File: src/rtl/pla_sweep_pkg.sv
// rtl/pla_sweep_pkg.sv - shared types and sizes for the PLA sweep sequencer
package pla_sweep_pkg;

    localparam int NUM_VECTORS = 16;
    localparam int IDX_W       = 4;
    localparam int CNT_W       = 5;

    typedef enum logic [1:0] {
        ST_IDLE   = 2'd0,
        ST_SETTLE = 2'd1,
        ST_SAMPLE = 2'd2,
        ST_DONE   = 2'd3
    } state_t;

endpackage

File: src/rtl/pla_settle_counter.sv
// rtl/pla_settle_counter.sv - per-vector settle timer with terminal-count flag
module pla_settle_counter #(
    parameter int SETTLE_CYCLES = 1
) (
    input  logic clk,
    input  logic rst_n,
    input  logic clear,
    input  logic enable,
    output logic expired
);

    localparam logic [3:0] TERMINAL = 4'(SETTLE_CYCLES - 1);

    logic [3:0] settle_cnt;

    always_ff @(posedge clk) begin
        if (!rst_n) begin
            settle_cnt <= '0;
        end else if (clear) begin
            settle_cnt <= '0;
        end else if (enable) begin
            settle_cnt <= settle_cnt + 4'd1;
        end
    end

    // Gated by enable so a held cycle on the terminal count does not advance the FSM.
    assign expired = enable && (settle_cnt == TERMINAL);

endmodule

File: src/rtl/pla_sweep_sequencer.sv
// rtl/pla_sweep_sequencer.sv - exhaustive 16-vector PLA sweep driver and truth-table collector
import pla_sweep_pkg::*;

module pla_sweep_sequencer #(
    parameter int SETTLE_CYCLES = 1
) (
    input  logic        clk,
    input  logic        rst_n,
    input  logic        start,
    input  logic        hold,
    input  logic        y_in,
    input  logic        z_in,
    output logic        a,
    output logic        b,
    output logic        c,
    output logic        d,
    output logic [15:0] y_table,
    output logic [15:0] z_table,
    output logic [4:0]  overlap_cnt,
    output logic        busy,
    output logic        done
);

    localparam logic [IDX_W-1:0] LAST_IDX = IDX_W'(NUM_VECTORS - 1);

    state_t           state;
    state_t           state_nxt;
    logic [IDX_W-1:0] index;
    logic             begin_sweep;
    logic             capture;
    logic             settle_clear;
    logic             settle_en;
    logic             settle_expired;

    pla_settle_counter #(
        .SETTLE_CYCLES(SETTLE_CYCLES)
    ) u_settle (
        .clk    (clk),
        .rst_n  (rst_n),
        .clear  (settle_clear),
        .enable (settle_en),
        .expired(settle_expired)
    );

    // Counter sits at zero outside SETTLE, so every entry into SETTLE starts fresh.
    assign settle_clear = (state != ST_SETTLE);
    assign settle_en    = (state == ST_SETTLE) && !hold;

    always_comb begin
        state_nxt   = state;
        begin_sweep = 1'b0;
        capture     = 1'b0;
        case (state)
            ST_IDLE, ST_DONE: begin
                if (start) begin
                    begin_sweep = 1'b1;
                    state_nxt   = ST_SETTLE;
                end
            end
            ST_SETTLE: begin
                if (settle_expired) begin
                    state_nxt = ST_SAMPLE;
                end
            end
            ST_SAMPLE: begin
                if (!hold) begin
                    capture   = 1'b1;
                    state_nxt = (index == LAST_IDX) ? ST_DONE : ST_SETTLE;
                end
            end
            default: begin
                state_nxt = ST_IDLE;
            end
        endcase
    end

    always_ff @(posedge clk) begin
        if (!rst_n) begin
            state       <= ST_IDLE;
            index       <= '0;
            y_table     <= '0;
            z_table     <= '0;
            overlap_cnt <= '0;
            busy        <= 1'b0;
            done        <= 1'b0;
        end else begin
            state <= state_nxt;
            busy  <= (state_nxt == ST_SETTLE) || (state_nxt == ST_SAMPLE);
            done  <= (state_nxt == ST_DONE);
            if (begin_sweep) begin
                index       <= '0;
                y_table     <= '0;
                z_table     <= '0;
                overlap_cnt <= '0;
            end else if (capture) begin
                y_table[index] <= y_in;
                z_table[index] <= z_in;
                if (y_in && z_in) begin
                    overlap_cnt <= overlap_cnt + CNT_W'(1);
                end
                // Index parks on the last vector so DONE keeps driving 1111.
                if (index != LAST_IDX) begin
                    index <= index + IDX_W'(1);
                end
            end
        end
    end

    assign {a, b, c, d} = index;

endmodule

File: config.mk
export PLATFORM = sky130hd
export DESIGN_NAME = pla_sweep_sequencer
export DESIGN_NICKNAME = d
export VERILOG_FILES = /design/src/rtl/pla_sweep_pkg.sv /design/src/rtl/pla_settle_counter.sv /design/src/rtl/pla_sweep_sequencer.sv
export SDC_FILE = /design/constraint.sdc
export NUM_CORES = 1
export LEC_CHECK = 0
export CAP_MARGIN = 10
export CELL_PAD_IN_SITES_DETAIL_PLACEMENT = 1
export CELL_PAD_IN_SITES_GLOBAL_PLACEMENT = 2
export CORE_ASPECT_RATIO = 1.25
export CORE_UTILIZATION = 30
export DETAILED_ROUTE_END_ITERATION = 10
export PLACE_DENSITY = 0.81
export SYNTH_ARGS = -nofsm -noshare
export SYNTH_HDL_FRONTEND = slang
export SYNTH_HIERARCHICAL = 1
export SYNTH_SLANG_ARGS = --single-unit
File: constraint.sdc
create_clock -name clk -period 2.8 [get_ports clk]
set_clock_uncertainty 0.15 [all_clocks]
set_input_delay 0.28 -clock clk [delete_from_list [all_inputs] [get_ports clk]]
set_output_delay 0.28 -clock clk [all_outputs]
set_load 0.05 [all_outputs]
Yosys cells after proc, flatten, opt, wreduce, memory -nomap -nowiden
Cells that the tools add are included.
{ "totals": {"regBits": 49, "output_inout_bits": 43, "word_cells": 49} }
{ "op_classes": {"addsub": 3, "n_lt_le_gt_ge": 2, "eq_ne": 9, "n_mux": 13, "bitwise": 1, "n_reduce_logical": 13} }
{ "op_table": {"columns": ["operator", "n"], "rows": [
  ["16-bit bitwise mux", 2],
  ["4-bit by 1-bit adder with 4-bit output (second input constant)", 2],
  ["2-bit == test (second input constant)", 4],
  ["2-bit two-way mux", 4],
  ["2-bit case mux with 3 select lines", 1],
  ["2-bit OR reduction", 3],
  ["5-bit by 1-bit adder with 5-bit output (second input constant)", 1],
  ["4-bit by 5-bit less-than comparator with 1-bit output (second input constant)", 1],
  ["1-bit two-way mux", 5],
  ["1-bit demux with 4-bit select", 1],
  ["2-bit by 1-bit == test with 1-bit output (second input constant)", 2],
  ["4-bit == test (second input constant)", 1],
  ["4-bit by 1-bit >= comparator with 1-bit output (second input constant)", 1],
  ["1-bit logical AND", 4],
  ["4-bit logical NOT", 1],
  ["4-bit != test (second input constant)", 1],
  ["2-bit AND reduction", 2],
  ["2-bit logical NOT", 1],
  ["2-bit by 1-bit != test with 1-bit output (second input constant)", 1],
  ["1-bit logical NOT", 1],
  ["1-bit logical OR", 1],
  ["1-bit NOT", 1]
]} }

Logic depth before layout (Yosys ltp)
Gate-level depths: netlist of run 1.
{ "depth": {"word_depth": 7, "mapped_depth": 10, "ltp_nobuf": 9} }

Hierarchy
Netlist of run 1, hierarchy kept.
{ "by_module_without_submodules": {"columns": ["module", "n_inst", "cells_per_inst", "area_per_inst_um2"], "rows": [
  ["pla_sweep_sequencer", 1, 203, 1945.6],
  ["pla_settle_counter", 1, 22, 219.0]
]} }

Worst setup path before layout of run 1
Ideal clock, no wire load.
{ "synth_path": {"path_type": "reg2reg", "from": "register index[0]", "to": "register busy", "setup_time_ps": 115, "arrival_ps": 1795, "path_slack_ps": 740, "stages_incl_launch_ff": 8, "path_buffers": 1, "period_less_slack_ps": 2060, "path_cell_list": "dfxtp_1 -> ha_1 -> and3b_1 -> buf_2 -> nand3b_1 -> nand3_1 -> ha_1 -> and2_1"} }
{ "synth_between": {"elab_chain_len": 6, "elab_cells_between_ends": 7} }
{ "synth_rtl": {"columns": ["item", "line_no", "source"], "rows": [
  ["from (decl)", "pla_sweep_sequencer.sv:28", "logic [IDX_W-1:0] index;"],
  ["from (signal assigned)", "pla_sweep_sequencer.sv:103", "index <= index + IDX_W'(1);"],
  ["4-bit == test *", "pla_sweep_sequencer.sv:68", "state_nxt = (index == LAST_IDX) ? ST_DONE : ST_SETTLE;"],
  ["2-bit two-way mux *", "pla_sweep_sequencer.sv:68", null],
  ["2-bit two-way mux *", "pla_sweep_sequencer.sv:66", "if (!hold) begin"],
  ["2-bit case mux with 3 select lines *", "pla_sweep_sequencer.sv:53", "case (state)"],
  ["2-bit by 1-bit == test with 1-bit output or 2-bit == test (tied branches)", "pla_sweep_sequencer.sv:88", "busy <= (state_nxt == ST_SETTLE) || (state_nxt == ST_SAMPLE);"],
  ["1-bit logical OR *", "pla_sweep_sequencer.sv:88", null],
  ["to (signal assigned)", "pla_sweep_sequencer.sv:88", null],
  ["to (decl)", "pla_sweep_sequencer.sv:20", "output logic busy,"]
]} }
Every way passes the cells marked *; elsewhere a longest branch is shown, timed or not.
A chain may end at the register's enable or synchronous reset.

Final worst setup path of run 1
{ "layout_path": {"from": "register index[2]", "to": "output b"} }
{ "layout_lines": {"columns": ["item", "line_no", "source"], "rows": [
  ["to (decl)", "pla_sweep_sequencer.sv:14", "output logic b,"]
]} }
No word-level cell between the ends.

==> results of run 1 <==
[sequential cells by signal, summed over array words and instances (netlist names)]
register and cells:
index 4, u_settle/settle_cnt 4, z_table 16, y_table 16, busy 1, state 2, overlap_cnt 5, done 1
[cell usage after synthesis (all sizes together) (2+ instances only)]
library cell | number | area share [%]
nand3b | 4 | 1.4
nor2b | 2 | 0.58
clkbuf | 2 | 0.46
or2b | 2 | 0.69
or3b | 2 | 0.81
nand2 | 40 | 7.2
or3 | 3 | 0.87
o21ai | 5 | 1.2
inv | 9 | 1.6
and2 | 4 | 1.2
buf | 7 | 1.7
ha | 10 | 5.8
nand3 | 20 | 4.6
dfxtp | 49 | 45
mux2i | 35 | 16
nor2 | 7 | 1.2
a21oi | 6 | 1.4
[final cells by class]
| cell class | count | area, sq um |
|---|---|---|
| clock buffer | 6 | 72.57 |
| fill | 829 | 4164 |
| timing repair buffer | 50 | 495.5 |
| tap | 90 | 112.6 |
| inverter | 9 | 33.78 |
| multi-input combinational | 158 | 1102 |
| clock inverter | 2 | 15.01 |
| sequential | 49 | 980.9 |
[layer usage]
layer  GRT usage, %  share of wire [%]
met1          17.10                 45
met2          23.83                 50
met3          2.642                3.1
met4          4.701                1.4
met5              0                  0
[cell families (layout without fill, tap and decap cells)]
group / Yosys count / in the layout
fa+ha+maj: 10 / 10
simple gates: 92 / 92
mux: 35 / 35
buf+inv: 18 / 67
compound gates: 19 / 19
xor+xnor: 2 / 2
flops: 49 / 49
[worst reg2reg max path, delay by kind of cell (launching register included)]
| kind | cells | cell delay [ns] |
|---|---|---|
| simple gates | 2 | 0.57 |
| fa+ha+maj | 2 | 0.65 |
| buf+inv | 1 | 0.07 |
| compound gates | 1 | 0.22 |
| flops | 1 | 0.34 |
[report_power, final]
part / internal [mW] / leakage, nW / switching, mW
Sequential: 0.700 / 0.395 / 0.00179
Combinational: 0.0323 / 0.762 / 0.0558
Clock: 0.176 / 0.0374 / 0.242
Total: 0.909 / 1.19 / 0.299
[metrics by stage]
step / power (mW) / instances
floorplan: 0.7789 / 225
detailed placement: 0.8087 / 356
CTS: 1.235 / 364
global route: 1.271 / 364
global placement: 0.8080 / 356
finish: 1.208 / 364
[worst max path at each step]
| stage | from | end | depth (start not counted) | slack (ns) |
|---|---|---|---|---|
| floorplan | index[0] | busy | 7 | 0.74 |
| global placement | hold | busy | 7 | 0.65 |
| detailed placement | hold | busy | 7 | 0.62 |
| CTS | index[2] | b | 1 | 0.66 |
| global route | state[1] | busy | 9 | 0.56 |
| finish | index[2] | b | 1 | 0.67 |
==> impl_metrics.py, run 1 <==
metrics = {
    "outcome": {
        "status": "finished, final reports clean",
    },
    "timing": {
        "period_share_pct": 75.89,
        "grt_setup_unrepaired": "false",
        "fin_ws_ns": 0.6750,
        "worst_pin_slew_ns": 0.5034,
        "post-route-min-period_ns": 2.125,
        "setup_viol": 0,
        "timing.final.hold_violations": 0,
        "final_max_slew_viol_count": 0,
        "clock.fmax_mhz": 470.6,
        "holdWs_ns": 0.3134,
        "setup_tns_ns": 0,
        "timing.slew.headroom_pct": 66.34,
    },
    "synth": {
        "synthCells": 225,
        "syn_area_per_cell_sq_um": 9.620,
        "muxShareOfSynthArea_pct": 16.18,
        "yosysSeqAreaShare_pct": 45.32,
        "async_reset_ff_share_pct": 0,
        "synth_cell_type_count": 37,
        "synthFlopType": "dfxtp_1",
        "synth_xor_area_share_pct": 0.8092,
        "syn_area_sq_um": 2165,
        "ys_seq_elements": 49,
        "synth_edf_count": 0,
        "syn-num-nets": 241,
        "synth_simple_gate_area_share_pct": 21.62,
        "yosysWarningCount": 6,
        "synth_compound_area_share_pct": 6.532,
        "synthAdderAreaFrac_pct": 5.780,
        "synth_top_family_by_area": "simple AND/OR/NAND/NOR gates",
    },
    "clock_tree": {
        "cts_tree": "built",
        "numCtsBuffers": 5,
        "post_cts_resize_count": 0,
        "cts-root-buf": "clkbuf_8",
        "htreeDepth": 2,
        "clk_latency_ns": 0.30,
        "cts.sinks": 49,
        "clk_pin_slew_ns": 0.09,
        "clock_path_buffers": 2,
        "holdBufCountCts": 0,
        "postCtsSetupBuffers": 0,
    },
    "detailed_routing": {
        "via_count": 1714,
        "drt_iter0_drc": 65,
        "antenna_left": 0,
        "routedWlPerCell_um": 13.26,
        "routed_wirelength_um": 4826,
        "drc": 0,
        "vias_per_cell": 4.709,
        "firstDrtPassIters": 4,
    },
    "floorplanning": {
        "die_x_um": 77.98,
        "rows": 34,
        "fp.coreArea_sq_um": 6977,
        "die_h_um": 96.97,
        "die-area_sq_um": 7561,
        "initial_core_util_pct": 31.03,
        "num_io_pins": 49,
    },
    "grt": {
        "grt_pass1_wl_um": 8286,
        "antenna_found_initial": 0,
        "grt_pass1_vias": 1715,
        "grt_max_degree": 27,
        "grt.total_usage_pct": 13.84,
        "grt.overflow.total": 0,
    },
    "min_path": {
        "worstHoldPathCells": 2,
        "min_path_type": "flop to flop",
        "hold_start": "y_table[11]",
        "holdPathEnd": "y_table[11]",
    },
    "setup_path": {
        "worstSetupStartpointType": "flop",
        "crit_fanout": 10,
        "cp_num_buf_inv": 1,
        "reg2reg_from": "state[0]",
        "critPathKind": "flop to output port",
        "cp_cell_sequence": "clkdlybuf4s50_1",
        "slowest_stage": "clkdlybuf4s50_1",
        "end_kind": "output port",
        "cp.required_ns": 2.37,
        "ff2ff_setup_slack_ns": 0.72,
        "reg2reg_depth": 6,
        "slowest_delay_ns": 0.87,
        "crit_family": "buffers and inverters",
        "arrival_ns": 1.70,
        "r2r_end": "busy",
    },
    "placed_design": {
        "dp_hpwl_um": 3567,
        "place_congestion": 0.7116,
        "dpl_worst_slack_ns": 0.6205,
        "io_buffers": 48,
        "dpl_cell_area_sq_um": 2725,
    },
    "finish": {
        "mostFrequentLayoutCells": "dfxtp_1, clkdlybuf4s50_1, nand2_1, mux2i_1, nand3_1",
        "nets": 289,
        "fin_util_pct": 40.32,
        "layout_commonest_cell": "dfxtp_1",
        "drive_above_1_share_pct": 5.839,
        "areaGrowthSynthToFinish_pct": 29.94,
        "final_cell_area_sq_um": 2813,
        "diodes": 0,
    },
    "pwr": {
        "peakVddDrop_mv": 0.1690,
        "p_leak_nw": 1.194,
        "p_per_area_nw_per_um2": 429.5,
    },
    "flow_run": {
        "maxCapViolations": 0,
    },
}
No activity file was read; power rests on OpenSTA's default activity.
==> run 2: changes to the inputs <==
Clock period 2.8 ns to 2.15 ns, I/O delays scaled along.
==> run 2 against run 1 <==
Flip-flop and latch count did not move. Die area unchanged. Non-clock buffer count increased by 5. Routed wire length is 4.4% higher. First-iteration DRC count is 34% lower. Worst hold slack lost 0.00069 ns. Total power increased by 42%. Setup slack worse by 0.59 ns. Register-to-register slack got worse by 0.57 ns. Count of clock-buffer cells in the layout fell by 1. Critical endpoint unchanged. Largest cell class unchanged.
==> impl_metrics.py, run 2 (synthesized netlist as in run 1, its figures left out) <==
metrics = {
    "grt": {
        "grt_max_degree": 33,
        "grt_pass1_vias": 1689,
        "grt.total_usage_pct": 14.42,
        "grt_pass1_wl_um": 8466,
        "grt.overflow.total": 0,
        "antenna_found_initial": 0,
    },
    "finish": {
        "top_regs": "y_table x16, z_table x16, overlap_cnt x5",
        "diodes": 0,
        "layout_commonest_cell": "dfxtp_1",
        "drive_above_1_share_pct": 7.885,
        "areaGrowthSynthToFinish_pct": 33.53,
        "fin_cells": 369,
        "fillers": 810,
        "mostFrequentLayoutCells": "dfxtp_1, clkdlybuf4s50_1, nand2_1, mux2i_1, nand3_1",
        "nets": 294,
    },
    "timing": {
        "final_max_slew_viol_count": 0,
        "timing.slew.headroom_pct": 64.73,
        "grt_setup_unrepaired": "false",
        "clock.fmax_mhz": 484.0,
        "post-route-min-period_ns": 2.066,
        "holdWs_ns": 0.3127,
        "period_share_pct": 96.10,
        "timing.final.hold_violations": 0,
        "worst_pin_slew_ns": 0.5274,
        "setup_viol": 0,
        "setup_tns_ns": 0,
    },
    "min_path": {
        "min_path_type": "flop to flop",
    },
    "setup_path": {
        "reg2reg_from": "state[1]",
        "cp.depth": 1,
        "slowest_delay_ns": 0.89,
        "r2r_end": "busy",
        "cp_num_buf_inv": 1,
        "critPathKind": "flop to output port",
        "crit_fanout": 10,
        "endpoint": "b",
        "slowest_stage": "clkdlybuf4s50_1",
        "cp_cell_sequence": "clkdlybuf4s50_1",
        "ff2ff_setup_slack_ns": 0.15,
        "reg2reg_depth": 9,
        "crit_family": "buffers and inverters",
        "worstSetupStartpointType": "flop",
        "cp.required_ns": 1.78,
        "end_kind": "output port",
        "arrival_ns": 1.70,
        "crit_start": "index[2]",
    },
    "clock_tree": {
        "clk_pin_slew_ns": 0.09,
        "cts.sinks": 49,
        "numCtsBuffers": 5,
        "clock_path_buffers": 2,
        "post_cts_resize_count": 0,
        "cts_tree": "built",
        "clk_latency_ns": 0.30,
        "postCtsSetupBuffers": 0,
        "holdBufCountCts": 0,
        "htreeDepth": 2,
        "cts-root-buf": "clkbuf_8",
    },
    "placed_design": {
        "place_congestion": 0.7538,
        "io_buffers": 48,
        "dp_hpwl_um": 3730,
        "dp_cells": 361,
    },
    "detailed_routing": {
        "via_count": 1726,
        "vias_per_cell": 4.678,
        "drc": 0,
        "drt_iter0_drc": 43,
        "firstDrtPassIters": 4,
        "antenna_left": 0,
        "routed_wirelength_um": 5039,
        "routedWlPerCell_um": 13.66,
    },
    "floorplanning": {
        "die_x_um": 77.98,
        "die-area_sq_um": 7561,
        "die_h_um": 96.97,
        "rows": 34,
        "num_io_pins": 49,
        "initial_core_util_pct": 31.03,
        "fp.coreArea_sq_um": 6977,
    },
    "flow_run": {
        "maxCapViolations": 0,
    },
    "pwr": {
        "p_per_area_nw_per_um2": 594.6,
        "peakVddDrop_mv": 0.3363,
        "p_leak_nw": 1.240,
    },
    "outcome": {
        "status": "finished, final reports clean",
    },
}
-- run 2: stage by stage --
stage | total power [mW] | area [sq um] | worst slack [ns] | utilization [%]
after floorplan | 1.014 | 2165 | 0.09041 | -
after global placement | 1.066 | 2775 | 0.1117 | 39.78
after detailed placement | 1.068 | 2775 | 0.06668 | 39.78
after CTS | 1.755 | 2890 | 0.07823 | 41.43
after global routing | 1.796 | 2890 | 0.02558 | 41.43
final | 1.718 | 2890 | 0.08381 | 41.43
-- run 2: power by group --
group          total, mW  leakage [nW]  switching [mW]  internal (mW)
sequential         0.915         0.395         0.00317          0.912
clock              0.674        0.0543           0.325          0.348
combinational      0.130         0.790          0.0770         0.0525
total               1.72          1.24           0.405           1.31
-- run 2: final cells by class --
cell class / instances / area, sq um / area share (%)
well taps: 90 / 112.6 / 3.896
clock inverters: 3 / 46.29 / 1.602
flip-flops and latches: 49 / 980.9 / 33.94
inverters: 9 / 33.78 / 1.169
multi-input cells: 158 / 1102 / 38.14
repair buffers: 55 / 545.5 / 18.87
clock buffers: 5 / 68.82 / 2.381
-- run 2: worst reg2reg max path: stages (launching register included) --
cell and delay, ns:
dfxtp_1 0.37, inv_1 0.06, ha_1 0.19, inv_1 0.10
nor2_1 0.06, and4bb_2 0.24, nand2b_1 0.15, a32oi_2 0.19
ha_1 0.25, and2_1 0.15
-- run 2: routing by layer --
metal / vias to the layer above / routed length [um] / global-route usage, %
li1: 872 / - / -
met1: 813 / 2214 / 16.54
met2: 35 / 2595 / 26.34
met3: 6 / 166 / 3.113
met4: 0 / 62 / 4.274
met5: - / 0 / 0
-- run 2: worst min-delay path by stage --
stage / startpoint / to / depth (start not counted)
5_1_grt: z_table[12] / z_table[12] / 2
2_1_floorplan: rst_n / state[1] / 2
6_report: y_table[9] / y_table[9] / 2
3_5_place_dp: z_table[9] / z_table[9] / 2
4_1_cts: y_table[9] / y_table[9] / 2
3_3_place_gp: y_table[5] / y_table[5] / 2
==> run 3: changes to the inputs <==
Settings changed: DONT_BUFFER_PORTS set to 1, PLACE_DENSITY 0.81 to 0.67.
==> run 3 against run 2 <==
Final area decreased by 17%. Highest routed layer unchanged. Largest power group unchanged. Clock power is 17% lower. Setup slack improved by 0.051 ns. Register-to-register slack hardly changed. Critical path type is now flop to flop. Routed wire length fell by 1.1%. Global-route usage shrank 0.36 points. First-iteration DRC count is 28% higher. Critical path depth grew 8. Core utilization shrank 6.9 points.
==> impl_metrics.py, run 3 (synthesized netlist as in run 1, its figures left out) <==
metrics = {
    "clock_tree": {
        "clock_path_buffers": 2,
        "cts-root-buf": "clkbuf_8",
        "clk_pin_slew_ns": 0.09,
        "clk_latency_ns": 0.30,
        "cts.sinks": 49,
        "cts_tree": "built",
        "htreeDepth": 2,
        "numCtsBuffers": 5,
    },
    "timing": {
        "period_share_pct": 93.71,
        "grt_setup_unrepaired": "false",
        "timing.final.hold_violations": 0,
        "clock.fmax_mhz": 496.3,
        "setup_tns_ns": 0,
        "worst_pin_slew_ns": 0.5987,
        "timing.slew.headroom_pct": 60.03,
        "setup_viol": 0,
        "final_max_slew_viol_count": 0,
        "post-route-min-period_ns": 2.015,
    },
    "setup_path": {
        "worstSetupStartpointType": "flop",
        "cp.required_ns": 2.21,
        "arrival_ns": 2.07,
        "critPathKind": "flop to flop",
        "crit_fanout": 4,
        "end_kind": "flop",
    },
    "floorplanning": {
        "die_h_um": 96.97,
        "rows": 34,
        "die_x_um": 77.98,
        "die-area_sq_um": 7561,
        "num_io_pins": 49,
        "fp.coreArea_sq_um": 6977,
        "initial_core_util_pct": 31.03,
    },
    "finish": {
        "diodes": 0,
        "top_regs": "y_table x16, z_table x16, overlap_cnt x5",
        "drive_above_1_share_pct": 10.68,
        "mostFrequentLayoutCells": "dfxtp_1, nand2_1, mux2i_1, nand3_1, ha_1",
        "areaGrowthSynthToFinish_pct": 11.44,
        "layout_commonest_cell": "dfxtp_1",
        "nets": 249,
    },
    "pwr": {
        "p_per_area_nw_per_um2": 654.9,
        "p_sw_uw": 401.5,
        "power_mw": 1.580,
        "swShare_pct": 25.41,
        "peakVddDrop_mv": 0.2970,
        "p_int_mw": 1.178,
        "pwr-share-clk_pct": 35.4,
        "combPwrFrac_pct": 6.2,
        "p_leak_nw": 1.073,
        "pwr-share-seq_pct": 58.4,
    },
    "outcome": {
        "status": "finished, final reports clean",
    },
    "detailed_routing": {
        "antenna_left": 0,
        "firstDrtPassIters": 4,
        "vias_per_cell": 4.812,
        "routedWlPerCell_um": 15.39,
        "drt_iter0_drc": 55,
        "drc": 0,
        "routed_wirelength_um": 4986,
        "via_count": 1559,
    },
    "grt": {
        "grt.overflow.total": 0,
        "grt_pass1_wl_um": 8217,
        "grt_pass1_vias": 1640,
        "antenna_found_initial": 0,
        "grt.total_usage_pct": 14.06,
        "grt_max_degree": 34,
    },
    "placed_design": {
        "io_buffers": 0,
        "place_congestion": 0.7774,
        "dp_hpwl_um": 3616,
    },
    "min_path": {
        "min_path_type": "input pin to flop",
    },
    "flow_run": {
        "maxCapViolations": 0,
    },
}
## run 3: cell count changes in the layout (fill, tap and decap cells not counted), sizes merged
cell           delta
buf               +2
dlygate4sd3       +1
clkinv            -1
clkinvlp          +2
bufinv            -1
clkdlybuf4s50    -48
## run 3: worst max-delay path: stages, from the launching register on
cell and delay [ns]:
dfxtp_2 0.35, inv_1 0.04, ha_1 0.22, inv_1 0.11, nor2_1 0.06, and4bb_2 0.23, nand2b_1 0.16, a32oi_2 0.19
ha_1 0.25, and2_1 0.15
## run 3: what timing repair did
action                                  in CTS  in global routing
setup buffers                                0                  0
endpoints found under the hold margin        5                  0
hold buffers                                 1                  0
resized for setup                            0                  1
endpoints found under the setup margin       0                  1
## run 3: area by class of cell
class / count / area (sq um)
multi-input combinational: 158 / 1102
clock buffer: 5 / 68.82
inverter: 9 / 33.78
tap: 90 / 112.6
timing repair buffer: 10 / 90.09
fill: 811 / 4564
sequential: 49 / 982.2
clock inverter: 3 / 22.52
## run 3: path summary, 6_finish.rpt
kind                          start                     end  slack [ns]  cells after the start
min                           rst_n  u_settle/settle_cnt[0]        0.02                      2
max reg2reg                state[1]                    busy        0.14                      9
min reg2reg  u_settle/settle_cnt[3]  u_settle/settle_cnt[3]        0.37                      2
max                        state[1]                    busy        0.14                      9
## run 3: per-stage QoR
stage	hold WS, ns	setup slack, ns	cells	utilization [%]	area [sq um]
floorplan	0.1743	0.09041	225	-	2165
global placement	0.1818	0.1822	315	33.11	2310
detailed placement	0.1811	0.1035	315	33.11	2310
CTS	0.01820	0.09223	324	34.56	2411
global route	0.02052	0.03069	324	34.58	2412
finish	0.01857	0.1353	324	34.58	2412
## run 3: power groups by stage
stage / Sequential (mW) / Combinational (mW) / Clock (mW)
floorplan: 0.944 / 0.0703 / 0
global placement: 0.945 / 0.0962 / 0
detailed placement: 0.945 / 0.0979 / 0
CTS: 0.924 / 0.100 / 0.586
global route: 0.925 / 0.108 / 0.626
finish: 0.923 / 0.0972 / 0.559
## run 3: per-layer routing
metal	track usage (%)	up-vias	part of all wire (%)
li1	-	785	-
met4	5.128	0	1.4
met2	24.23	38	50
met5	0	-	0
met1	16.00	731	42
met3	4.623	5	6.3
